**src/rtl/axi4lite_arbiter.sv**
```systemverilog
`default_nettype none
// ============================================================================
//  Module   : axi4lite_arbiter
//  Purpose  : N-master to 1-slave AXI4-Lite arbiter. The read and write
//             channels are arbitrated independently, each with round-robin
//             fairness and one outstanding transaction.
//  Ports    : clk, rst            - clock, synchronous active-high reset
//             m_aw*/m_w*/m_b*     - packed per-master write channels
//                                   (master i at slice [i*W +: W])
//             m_ar*/m_r*          - packed per-master read channels
//             s_*                 - single master-side port to interconnect
//             wr_grant, rd_grant  - one-hot current owners, 0 when idle
//  Revision : 1.0 - initial release
// ============================================================================
module axi4lite_arbiter #(
    parameter int NUM_MASTERS = 2,
    parameter int ADDR_WIDTH  = 32,
    parameter int DATA_WIDTH  = 32
) (
    input  logic                                clk,
    input  logic                                rst,
    // master-facing write channels
    input  logic [NUM_MASTERS*ADDR_WIDTH-1:0]   m_awaddr,
    input  logic [NUM_MASTERS*3-1:0]            m_awprot,
    input  logic [NUM_MASTERS-1:0]              m_awvalid,
    output logic [NUM_MASTERS-1:0]              m_awready,
    input  logic [NUM_MASTERS*DATA_WIDTH-1:0]   m_wdata,
    input  logic [NUM_MASTERS*DATA_WIDTH/8-1:0] m_wstrb,
    input  logic [NUM_MASTERS-1:0]              m_wvalid,
    output logic [NUM_MASTERS-1:0]              m_wready,
    output logic [NUM_MASTERS*2-1:0]            m_bresp,
    output logic [NUM_MASTERS-1:0]              m_bvalid,
    input  logic [NUM_MASTERS-1:0]              m_bready,
    // master-facing read channels
    input  logic [NUM_MASTERS*ADDR_WIDTH-1:0]   m_araddr,
    input  logic [NUM_MASTERS*3-1:0]            m_arprot,
    input  logic [NUM_MASTERS-1:0]              m_arvalid,
    output logic [NUM_MASTERS-1:0]              m_arready,
    output logic [NUM_MASTERS*DATA_WIDTH-1:0]   m_rdata,
    output logic [NUM_MASTERS*2-1:0]            m_rresp,
    output logic [NUM_MASTERS-1:0]              m_rvalid,
    input  logic [NUM_MASTERS-1:0]              m_rready,
    // interconnect-facing port
    output logic [ADDR_WIDTH-1:0]               s_awaddr,
    output logic [2:0]                          s_awprot,
    output logic                                s_awvalid,
    input  logic                                s_awready,
    output logic [DATA_WIDTH-1:0]               s_wdata,
    output logic [DATA_WIDTH/8-1:0]             s_wstrb,
    output logic                                s_wvalid,
    input  logic                                s_wready,
    input  logic [1:0]                          s_bresp,
    input  logic                                s_bvalid,
    output logic                                s_bready,
    output logic [ADDR_WIDTH-1:0]               s_araddr,
    output logic [2:0]                          s_arprot,
    output logic                                s_arvalid,
    input  logic                                s_arready,
    input  logic [DATA_WIDTH-1:0]               s_rdata,
    input  logic [1:0]                          s_rresp,
    input  logic                                s_rvalid,
    output logic                                s_rready,
    // ownership
    output logic [NUM_MASTERS-1:0]              wr_grant,
    output logic [NUM_MASTERS-1:0]              rd_grant
);

    localparam int c_STRB_W = DATA_WIDTH / 8;
    localparam int c_PTR_W  = (NUM_MASTERS > 1) ? $clog2(NUM_MASTERS) : 1;

    localparam logic [c_PTR_W-1:0]     c_LAST_IDX = c_PTR_W'(NUM_MASTERS - 1);
    localparam logic [NUM_MASTERS-1:0] c_ONE      = NUM_MASTERS'(1);

    localparam logic [1:0] c_WIDLE = 2'd0;
    localparam logic [1:0] c_WADDR = 2'd1;
    localparam logic [1:0] c_WRESP = 2'd2;

    localparam logic [1:0] c_RIDLE = 2'd0;
    localparam logic [1:0] c_RADDR = 2'd1;
    localparam logic [1:0] c_RDATA = 2'd2;

    // First requester at or after ptr in cyclic order: scan the upper part
    // [ptr, N-1] first, then wrap around to [0, ptr-1].
    function automatic logic [c_PTR_W-1:0] f_pick(
        input logic [NUM_MASTERS-1:0] req,
        input logic [c_PTR_W-1:0]     ptr
    );
        logic               found;
        logic [c_PTR_W-1:0] sel;
        found = 1'b0;
        sel   = '0;
        for (int i = 0; i < NUM_MASTERS; i++) begin
            if (!found && req[i] && (c_PTR_W'(i) >= ptr)) begin
                sel   = c_PTR_W'(i);
                found = 1'b1;
            end
        end
        for (int i = 0; i < NUM_MASTERS; i++) begin
            if (!found && req[i]) begin
                sel   = c_PTR_W'(i);
                found = 1'b1;
            end
        end
        return sel;
    endfunction

    function automatic logic [c_PTR_W-1:0] f_next(input logic [c_PTR_W-1:0] idx);
        return (idx == c_LAST_IDX) ? '0 : idx + 1'b1;
    endfunction

    // ------------------------------------------------------------------
    // Write channel state
    // ------------------------------------------------------------------
    logic [1:0]             r_wr_state, w_wr_state_nxt;
    logic [c_PTR_W-1:0]     r_wr_idx,   w_wr_idx_nxt;
    logic [c_PTR_W-1:0]     r_wr_ptr,   w_wr_ptr_nxt;
    logic [NUM_MASTERS-1:0] r_wr_grant, w_wr_grant_nxt;
    logic                   r_aw_done,  w_aw_done_nxt;
    logic                   r_w_done,   w_w_done_nxt;
    logic [c_PTR_W-1:0]     w_wr_pick;

    // ------------------------------------------------------------------
    // Read channel state
    // ------------------------------------------------------------------
    logic [1:0]             r_rd_state, w_rd_state_nxt;
    logic [c_PTR_W-1:0]     r_rd_idx,   w_rd_idx_nxt;
    logic [c_PTR_W-1:0]     r_rd_ptr,   w_rd_ptr_nxt;
    logic [NUM_MASTERS-1:0] r_rd_grant, w_rd_grant_nxt;
    logic [c_PTR_W-1:0]     w_rd_pick;

    assign w_wr_pick = f_pick(m_awvalid, r_wr_ptr);
    assign w_rd_pick = f_pick(m_arvalid, r_rd_ptr);

    assign wr_grant = r_wr_grant;
    assign rd_grant = r_rd_grant;

    always_ff @(posedge clk) begin
        if (rst) begin
            r_wr_state <= c_WIDLE;
            r_wr_idx   <= '0;
            r_wr_ptr   <= '0;
            r_wr_grant <= '0;
            r_aw_done  <= 1'b0;
            r_w_done   <= 1'b0;
            r_rd_state <= c_RIDLE;
            r_rd_idx   <= '0;
            r_rd_ptr   <= '0;
            r_rd_grant <= '0;
        end else begin
            r_wr_state <= w_wr_state_nxt;
            r_wr_idx   <= w_wr_idx_nxt;
            r_wr_ptr   <= w_wr_ptr_nxt;
            r_wr_grant <= w_wr_grant_nxt;
            r_aw_done  <= w_aw_done_nxt;
            r_w_done   <= w_w_done_nxt;
            r_rd_state <= w_rd_state_nxt;
            r_rd_idx   <= w_rd_idx_nxt;
            r_rd_ptr   <= w_rd_ptr_nxt;
            r_rd_grant <= w_rd_grant_nxt;
        end
    end

    // Write FSM: grant is registered in WIDLE so there is never a
    // combinational path from m_awvalid to the grant. AW and W each carry a
    // done flag so they may complete in either order without re-issuing.
    always_comb begin
        w_wr_state_nxt = r_wr_state;
        w_wr_idx_nxt   = r_wr_idx;
        w_wr_ptr_nxt   = r_wr_ptr;
        w_wr_grant_nxt = r_wr_grant;
        w_aw_done_nxt  = r_aw_done;
        w_w_done_nxt   = r_w_done;
        s_awvalid      = 1'b0;
        s_wvalid       = 1'b0;
        s_bready       = 1'b0;
        m_awready      = '0;
        m_wready       = '0;
        m_bvalid       = '0;
        case (r_wr_state)
            c_WIDLE: begin
                if (|m_awvalid) begin
                    w_wr_idx_nxt   = w_wr_pick;
                    w_wr_grant_nxt = c_ONE << w_wr_pick;
                    w_wr_state_nxt = c_WADDR;
                end
            end
            c_WADDR: begin
                s_awvalid     = (|(m_awvalid & r_wr_grant)) & ~r_aw_done;
                s_wvalid      = (|(m_wvalid & r_wr_grant)) & ~r_w_done;
                m_awready     = r_wr_grant & {NUM_MASTERS{s_awready & ~r_aw_done}};
                m_wready      = r_wr_grant & {NUM_MASTERS{s_wready & ~r_w_done}};
                w_aw_done_nxt = r_aw_done | (s_awvalid & s_awready);
                w_w_done_nxt  = r_w_done | (s_wvalid & s_wready);
                if (w_aw_done_nxt && w_w_done_nxt) begin
                    w_wr_state_nxt = c_WRESP;
                end
            end
            c_WRESP: begin
                s_bready = |(m_bready & r_wr_grant);
                m_bvalid = r_wr_grant & {NUM_MASTERS{s_bvalid}};
                if (s_bvalid && s_bready) begin
                    w_wr_state_nxt = c_WIDLE;
                    w_wr_ptr_nxt   = f_next(r_wr_idx);
                    w_wr_grant_nxt = '0;
                    w_aw_done_nxt  = 1'b0;
                    w_w_done_nxt   = 1'b0;
                end
            end
            default: begin
                w_wr_state_nxt = c_WIDLE;
                w_wr_grant_nxt = '0;
                w_aw_done_nxt  = 1'b0;
                w_w_done_nxt   = 1'b0;
            end
        endcase
    end

    // Read FSM: the single AR beat is tracked by the state itself.
    always_comb begin
        w_rd_state_nxt = r_rd_state;
        w_rd_idx_nxt   = r_rd_idx;
        w_rd_ptr_nxt   = r_rd_ptr;
        w_rd_grant_nxt = r_rd_grant;
        s_arvalid      = 1'b0;
        s_rready       = 1'b0;
        m_arready      = '0;
        m_rvalid       = '0;
        case (r_rd_state)
            c_RIDLE: begin
                if (|m_arvalid) begin
                    w_rd_idx_nxt   = w_rd_pick;
                    w_rd_grant_nxt = c_ONE << w_rd_pick;
                    w_rd_state_nxt = c_RADDR;
                end
            end
            c_RADDR: begin
                s_arvalid = |(m_arvalid & r_rd_grant);
                m_arready = r_rd_grant & {NUM_MASTERS{s_arready}};
                if (s_arvalid && s_arready) begin
                    w_rd_state_nxt = c_RDATA;
                end
            end
            c_RDATA: begin
                s_rready = |(m_rready & r_rd_grant);
                m_rvalid = r_rd_grant & {NUM_MASTERS{s_rvalid}};
                if (s_rvalid && s_rready) begin
                    w_rd_state_nxt = c_RIDLE;
                    w_rd_ptr_nxt   = f_next(r_rd_idx);
                    w_rd_grant_nxt = '0;
                end
            end
            default: begin
                w_rd_state_nxt = c_RIDLE;
                w_rd_grant_nxt = '0;
            end
        endcase
    end

    // Payload steering. Grants are one-hot, so at most one slice is picked;
    // everything not owned stays 0. Responses reach a master only while its
    // channel is in the response phase.
    always_comb begin
        s_awaddr = '0;
        s_awprot = '0;
        s_wdata  = '0;
        s_wstrb  = '0;
        s_araddr = '0;
        s_arprot = '0;
        m_bresp  = '0;
        m_rresp  = '0;
        m_rdata  = '0;
        for (int i = 0; i < NUM_MASTERS; i++) begin
            if (r_wr_grant[i]) begin
                s_awaddr = m_awaddr[i*ADDR_WIDTH +: ADDR_WIDTH];
                s_awprot = m_awprot[i*3 +: 3];
                s_wdata  = m_wdata[i*DATA_WIDTH +: DATA_WIDTH];
                s_wstrb  = m_wstrb[i*c_STRB_W +: c_STRB_W];
                if (r_wr_state == c_WRESP) begin
                    m_bresp[i*2 +: 2] = s_bresp;
                end
            end
            if (r_rd_grant[i]) begin
                s_araddr = m_araddr[i*ADDR_WIDTH +: ADDR_WIDTH];
                s_arprot = m_arprot[i*3 +: 3];
                if (r_rd_state == c_RDATA) begin
                    m_rresp[i*2 +: 2]                    = s_rresp;
                    m_rdata[i*DATA_WIDTH +: DATA_WIDTH] = s_rdata;
                end
            end
        end
    end

endmodule
`default_nettype wire

```
**config.mk**
```make
export PLATFORM = sky130hd
export DESIGN_NAME = axi4lite_arbiter
export DESIGN_NICKNAME = d
export VERILOG_FILES = /design/src/rtl/axi4lite_arbiter.sv
export SDC_FILE = /design/constraint.sdc
export NUM_CORES = 1
export LEC_CHECK = 0
export ABC_AREA = 0
export BUFFER_PORTS_ARGS = -buffer_cell sky130_fd_sc_hd__buf_2
export CAP_MARGIN = 10
export CORE_AREA = 8 8 175 177
export DETAILED_ROUTE_END_ITERATION = 8
export DIE_AREA = 0 0 183 185
export HOLD_SLACK_MARGIN = 0.15
export SYNTH_ARGS = -nofsm -noshare
export SYNTH_HDL_FRONTEND = slang
export SYNTH_SLANG_ARGS = --single-unit
```
**constraint.sdc**
```tcl
create_clock -name clk -period 2.2 [get_ports clk]
set_input_delay 0.11 -clock clk [delete_from_list [all_inputs] [get_ports clk]]
set_output_delay 0.11 -clock clk [all_outputs]
set_load 0.05 [all_outputs]
```
Word-level counts from Yosys, hierarchy flattened
Index checks and enable logic that the tools add are counted.
- register bits after elaboration: 14
- input port bits: 265
- output and inout port bits: 197
- logic and storage cells: 149
- $add $sub $neg: 2
- order comparisons: 4
- equality and inequality tests: 10
- shift operators: 2
- multiplexer cells: 60
- bitwise logic cells: 23
- reductions and logical operators: 38
- operator list (operator ; count):
    $mux 32 ; 9
    $mux 2 ; 19
    $pmux 2 s3 ; 4
    $and 2x2->2 ; 10
    $mux 1 ; 20
    $logic_and 1x1->1 ; 14
    $reduce_or 2->1 ; 7
    $mux 3 ; 4
    $ne 2x2->1 const B ; 6
    $reduce_and 3->1 ; 4
    $reduce_and 2->1 ; 5
    $mux 4 ; 2
    $and 1x1->1 ; 6
    $logic_not 1->1 ; 6
    $pmux 1 s3 ; 2
    $not 1->1 ; 5
    $eq 2x1->1 const B ; 2
    $eq 2x2->1 const B ; 2
    $ge 1x1->1 const A ; 4
    $logic_not 2->1 ; 2
    $shl 1x1->2 const A ; 2
    $add 1x1->1 const B ; 2
    $or 1x1->1 ; 2

Depth between registers and ports, before layout
- depth after elaboration: 16
- depth in mapped cells: 5
- gate-level depth less buffers: 4

Worst setup path before layout
Ideal clock, no wire load.
- path kind: reg-to-output
- start: reg r_wr_grant[1], in the netlist wr_grant[1]
- end: out m_awready[1]
- data arrival time: 2625 ps
- required time: 2090 ps
- path slack: -535 ps
- stages on the path, launching flop included: 4
- path buffers: 2
- cell sequence: dfxtp_1 -> buf_6 -> buf_2 -> nor4b_1
- word-level cells in the longest chain between the ends: 2
- RTL lines (element ; RTL line ; source):
    start, declared ; 117 ; logic [NUM_MASTERS-1:0] r_wr_grant, w_wr_grant_nxt;
    start signal, assigned ; 153 ; r_wr_grant <= w_wr_grant_nxt;
    $and 2x2->2 ; 190 ; m_awready = r_wr_grant & {NUM_MASTERS{s_awready & ~r_aw_done}};
    $mux 2 ; 179 ; case (r_wr_state)
    end, declared ; 26 ; output logic [NUM_MASTERS-1:0] m_awready,
Every way passes these cells.

Final worst setup path
- start: reg r_wr_grant[0], in the netlist wr_grant[0]
- end: out s_awaddr[2]
- word-level cells in the longest chain between the ends: 2
- RTL lines (element ; RTL line ; source):
    $mux 32 (2 in a row) ; 273 ; if (r_wr_grant[i]) begin
    end, declared ; 44 ; output logic [ADDR_WIDTH-1:0] s_awaddr,
Every way passes these cells.

==> impl_results.rst <==
.. list-table::
   :header-rows: 1

   * - Metric
     - Value
   * - Net count of the finished layout
     - 1027
   * - Placeable Area
     - 28100 sq um
   * - Most frequent standard cell in the layout excluding fill and tap cells
     - sky130_fd_sc_hd__buf_2
   * - Number of clock buffers inserted by TritonCTS
     - 3
   * - Initial antenna violation count
     - 10
   * - Max-cap violation count
     - 0
   * - Portion of the clock cycle consumed by the worst path in the final layout
     - between 90% and 100%
   * - CP required
     - 2.09 ns
   * - Power density over the cells
     - 406 nW/um^2
   * - Vias in the first global route
     - 4875
   * - Routability Congestion
     - 0.944
   * - Number of vias after detailed routing
     - 4678
   * - Worst hold endpoint
     - r_wr_idx
   * - Yosys warning count
     - 0
   * - Mean post-synth cell area
     - between 7 and 8 sq um
   * - Kind of cell adding the most delay to the critical path
     - buffers and inverters
   * - Total nets after synthesis
     - between 500 and 600
   * - Total track usage
     - 13.6%
   * - Die Height
     - around 190 um
   * - Die area
     - 33900 sq um
   * - Most frequent cells in the layout
     - sky130_fd_sc_hd__buf_2 (409), sky130_fd_sc_hd__a22o_1 (107), sky130_fd_sc_hd__and3_1 (76)
   * - Wire length of the first global-routing pass
     - roughly 34000 um
   * - Final instance area
     - 5980 sq um
   * - Worst path cell trace
     - inv_1 -> nor2_4 -> buf_12 -> a22o_1 -> buf_2
   * - Worst setup slack for register-to-register paths
     - ~0.71 ns
   * - Routed vias/inst
     - 4.08
   * - Area of the mapped netlist
     - between 2000 and 2500 sq um
   * - Final antenna-violating net count
     - 0
   * - Logic depth of the worst setup path including buffers
     - 5
   * - Critical path startpoint category
     - flip-flop
   * - Critical path endpoint category
     - primary output
   * - Io pins
     - 462
   * - Final setup fails
     - 0
   * - Final min period
     - between 2 and 2.5 ns
   * - WP data arrival
     - 1.90 ns
   * - Cell with the biggest individual delay on the critical path
     - sky130_fd_sc_hd__dfxtp_1
   * - Relative area change from synthesis to final layout
     - 145%
   * - Routed length per instance
     - about 22 um
   * - Number of gates given a new drive strength after cts
     - 0
   * - Fraction of layout instances using a drive strength above 1
     - 63.9%
   * - Worst reg2reg path endpoint
     - r_rd_ptr
   * - Number of max-slew violations in the final report
     - 0
   * - Pin count of the biggest net entering global routing
     - between 70 and 80
   * - Smallest setup slack after layout
     - 0.185 ns
   * - Cell depth of the worst hold path
     - 3
   * - Rel. slew slack
     - 68.0%
   * - Pin slew with the least headroom to its limit
     - 0.479 ns
   * - Count of clock tree sinks
     - 14
   * - Setup Crit Path Kind
     - reg2out
   * - Number of input and output port buffers inserted
     - 461
   * - Final hold slack
     - 0.185 ns
   * - Drc violations
     - 0
   * - Distinct cells, synth
     - 35
   * - Post-place instance area
     - 5890 sq um
   * - Final Util
     - 21.3%
   * - Post-Syn Instances
     - 331
   * - Starting Density
     - about 8.7%
   * - Worst-skew pair later-pin latency
     - 0.25 ns
   * - Placement Rows
     - slightly above 60
   * - Final hold violations
     - 0
   * - DR pass1 iterations
     - 6
   * - Die extent in x
     - 183 um
   * - Status
     - completed
   * - Setup repair after global routing missed its margin
     - no
   * - Worst min-delay path class
     - in2reg
   * - CTS tree
     - yes
   * - Drt first-iter violations
     - 194
   * - Leakage power
     - 3.48 nW
   * - Clk Tree Root Cell
     - sky130_fd_sc_hd__clkbuf_16
   * - Htree depth
     - 1
   * - Total global routing overflow
     - 0
   * - Cell count of the worst reg-to-reg path
     - 4
   * - Reg clk slew, reported paths
     - 0.05 ns
   * - RR Startpoint
     - rd_grant[1]
   * - Sequential share of the synthesized area
     - between 10% and 20%
   * - Min-delay src
     - m_awvalid[1]
   * - Achievable clock frequency
     - 0.496 GHz
   * - Number of fill cells
     - 3133
   * - VDD IR max
     - between 0.15 and 0.2 mV
   * - Hold Buf Count CTS
     - 0
   * - Setup slack after placement
     - roughly 0.49 ns
   * - Post-synthesis sequential element count
     - 14
   * - Fin Setup TNS
     - 0 ns
   * - Peak per-stage delay on the critical path
     - 0.53 ns
   * - Sum of net half-perimeters after detailed placement
     - 22400 um
   * - Count of buffer and inverter cells on the critical path
     - 3
   * - Critical path peak fanout
     - 71
   * - Routed wire length
     - 25400 um
   * - CTS Buffer Depth
     - 2
   * - Setup Fix Bufs, Post-CTS
     - 0
   * - Clock skew
     - 0.000444 ns
## metrics by stage
step	total power [mW]	instances
2_1_floorplan	1.23	331
3_3_place_gp	2.04	1141
3_5_place_dp	2.05	1141
4_1_cts	2.47	1145
5_1_grt	2.54	1147
6_report	2.43	1147
## synth_stat cells
library cell               instances  area, sq um
sky130_fd_sc_hd__a22o_1          107          937
sky130_fd_sc_hd__and3_1           76          475
sky130_fd_sc_hd__nor2_1           18         67.6
sky130_fd_sc_hd__dfxtp_1          14          280
sky130_fd_sc_hd__buf_2            13         65.1
sky130_fd_sc_hd__clkbuf_1         10         37.5
sky130_fd_sc_hd__a21oi_1           9         45.0
sky130_fd_sc_hd__nand2_1           9         33.8
sky130_fd_sc_hd__o21ai_0           9         45.0
sky130_fd_sc_hd__buf_4             8         60.1
sky130_fd_sc_hd__clkbuf_2          8         40.0
sky130_fd_sc_hd__nand2b_1          7         43.8
sky130_fd_sc_hd__a22oi_1           5         37.5
sky130_fd_sc_hd__inv_1             4         15.0
sky130_fd_sc_hd__a32oi_1           3         26.3
sky130_fd_sc_hd__nand3_1           3         15.0
sky130_fd_sc_hd__nor3_1            3         15.0
sky130_fd_sc_hd__or3_1             3         18.8
sky130_fd_sc_hd__buf_1             2         7.51
sky130_fd_sc_hd__nor2_4            2         22.5
sky130_fd_sc_hd__nor2b_1           2         12.5
sky130_fd_sc_hd__nor4_1            2         12.5
sky130_fd_sc_hd__or2_2             2         12.5
sky130_fd_sc_hd__a21oi_2           1         8.76
sky130_fd_sc_hd__a221oi_1          1         8.76
sky130_fd_sc_hd__a22o_4            1         17.5
sky130_fd_sc_hd__a31oi_1           1         6.26
sky130_fd_sc_hd__a32o_1            1         10.0
sky130_fd_sc_hd__buf_6             1         11.3
sky130_fd_sc_hd__inv_2             1         3.75
sky130_fd_sc_hd__nand2_2           1         6.26
sky130_fd_sc_hd__nand2b_4          1         13.8
sky130_fd_sc_hd__nor2_2            1         6.26
sky130_fd_sc_hd__nor4b_1           1         8.76
sky130_fd_sc_hd__o211a_1           1         10.0
## routing by layer
| layer | up-vias | GRT usage [%] | part of all wire, % |
|---|---|---|---|
| met5 | - | 0 | 0.051 |
| met4 | 2 | 2.83 | 1.4 |
| met3 | 28 | 4.59 | 9.5 |
| met2 | 327 | 25.5 | 51 |
| met1 | 2154 | 14.5 | 38 |
| li1 | 2167 | - | - |
## sequential cells by signal, summed over array words and instances, names as in the netlist
register and count:
wr_grant 2, rd_grant 2, r_wr_ptr 1, r_wr_idx 1, r_rd_state 2, r_wr_state 2, r_rd_idx 1, r_aw_done 1
r_rd_ptr 1, r_w_done 1
## kinds of logic (layout without fill, tap and decap cells)
logic type             count (synthesis)  count (layout)  share of synthesized area (%)
AND/OR/NAND/NOR                      131             131                           31.4
other                                  0               2                              0
buffers and inverters                 47             477                           9.86
flip-flops                            14              14                           11.5
AO/OA/AOI/OAI                        139             139                           47.3
## area by class of cell
cell class	instances	area [sq um]	area share (%)
diodes	2	5.00	0.0836
clock buffers	4	88.8	1.48
inverters	5	18.8	0.314
multi-input cells	270	1930	32.2
flip-flops and latches	14	283	4.73
well taps	384	480	8.03
repair buffers	468	3180	53.1
## report_power, final
part / internal (mW) / total (mW) / leakage, nW / switching (mW)
combinational: 0.662 / 1.74 / 3.32 / 1.08
sequential: 0.267 / 0.296 / 0.115 / 0.0288
clock: 0.276 / 0.393 / 0.0442 / 0.117
## worst max-delay path by stage
stage,startpoint,endpoint
after floorplan,wr_grant[0],s_awvalid
after global placement,wr_grant[0],s_awaddr[0]
after detailed placement,wr_grant[0],s_awaddr[0]
after CTS,wr_grant[0],s_awaddr[0]
after global routing,wr_grant[0],s_awaddr[2]
final,wr_grant[0],s_awaddr[2]
## worst register-to-register path, stage by stage (launching register included)
cell and delay [ns]:
sky130_fd_sc_hd__dfxtp_2 0.63, sky130_fd_sc_hd__a22oi_1 0.17, sky130_fd_sc_hd__nand2b_4 0.20, sky130_fd_sc_hd__or3_1 0.30, sky130_fd_sc_hd__a21oi_1 0.12
No activity file was read; power rests on OpenSTA's default activity.
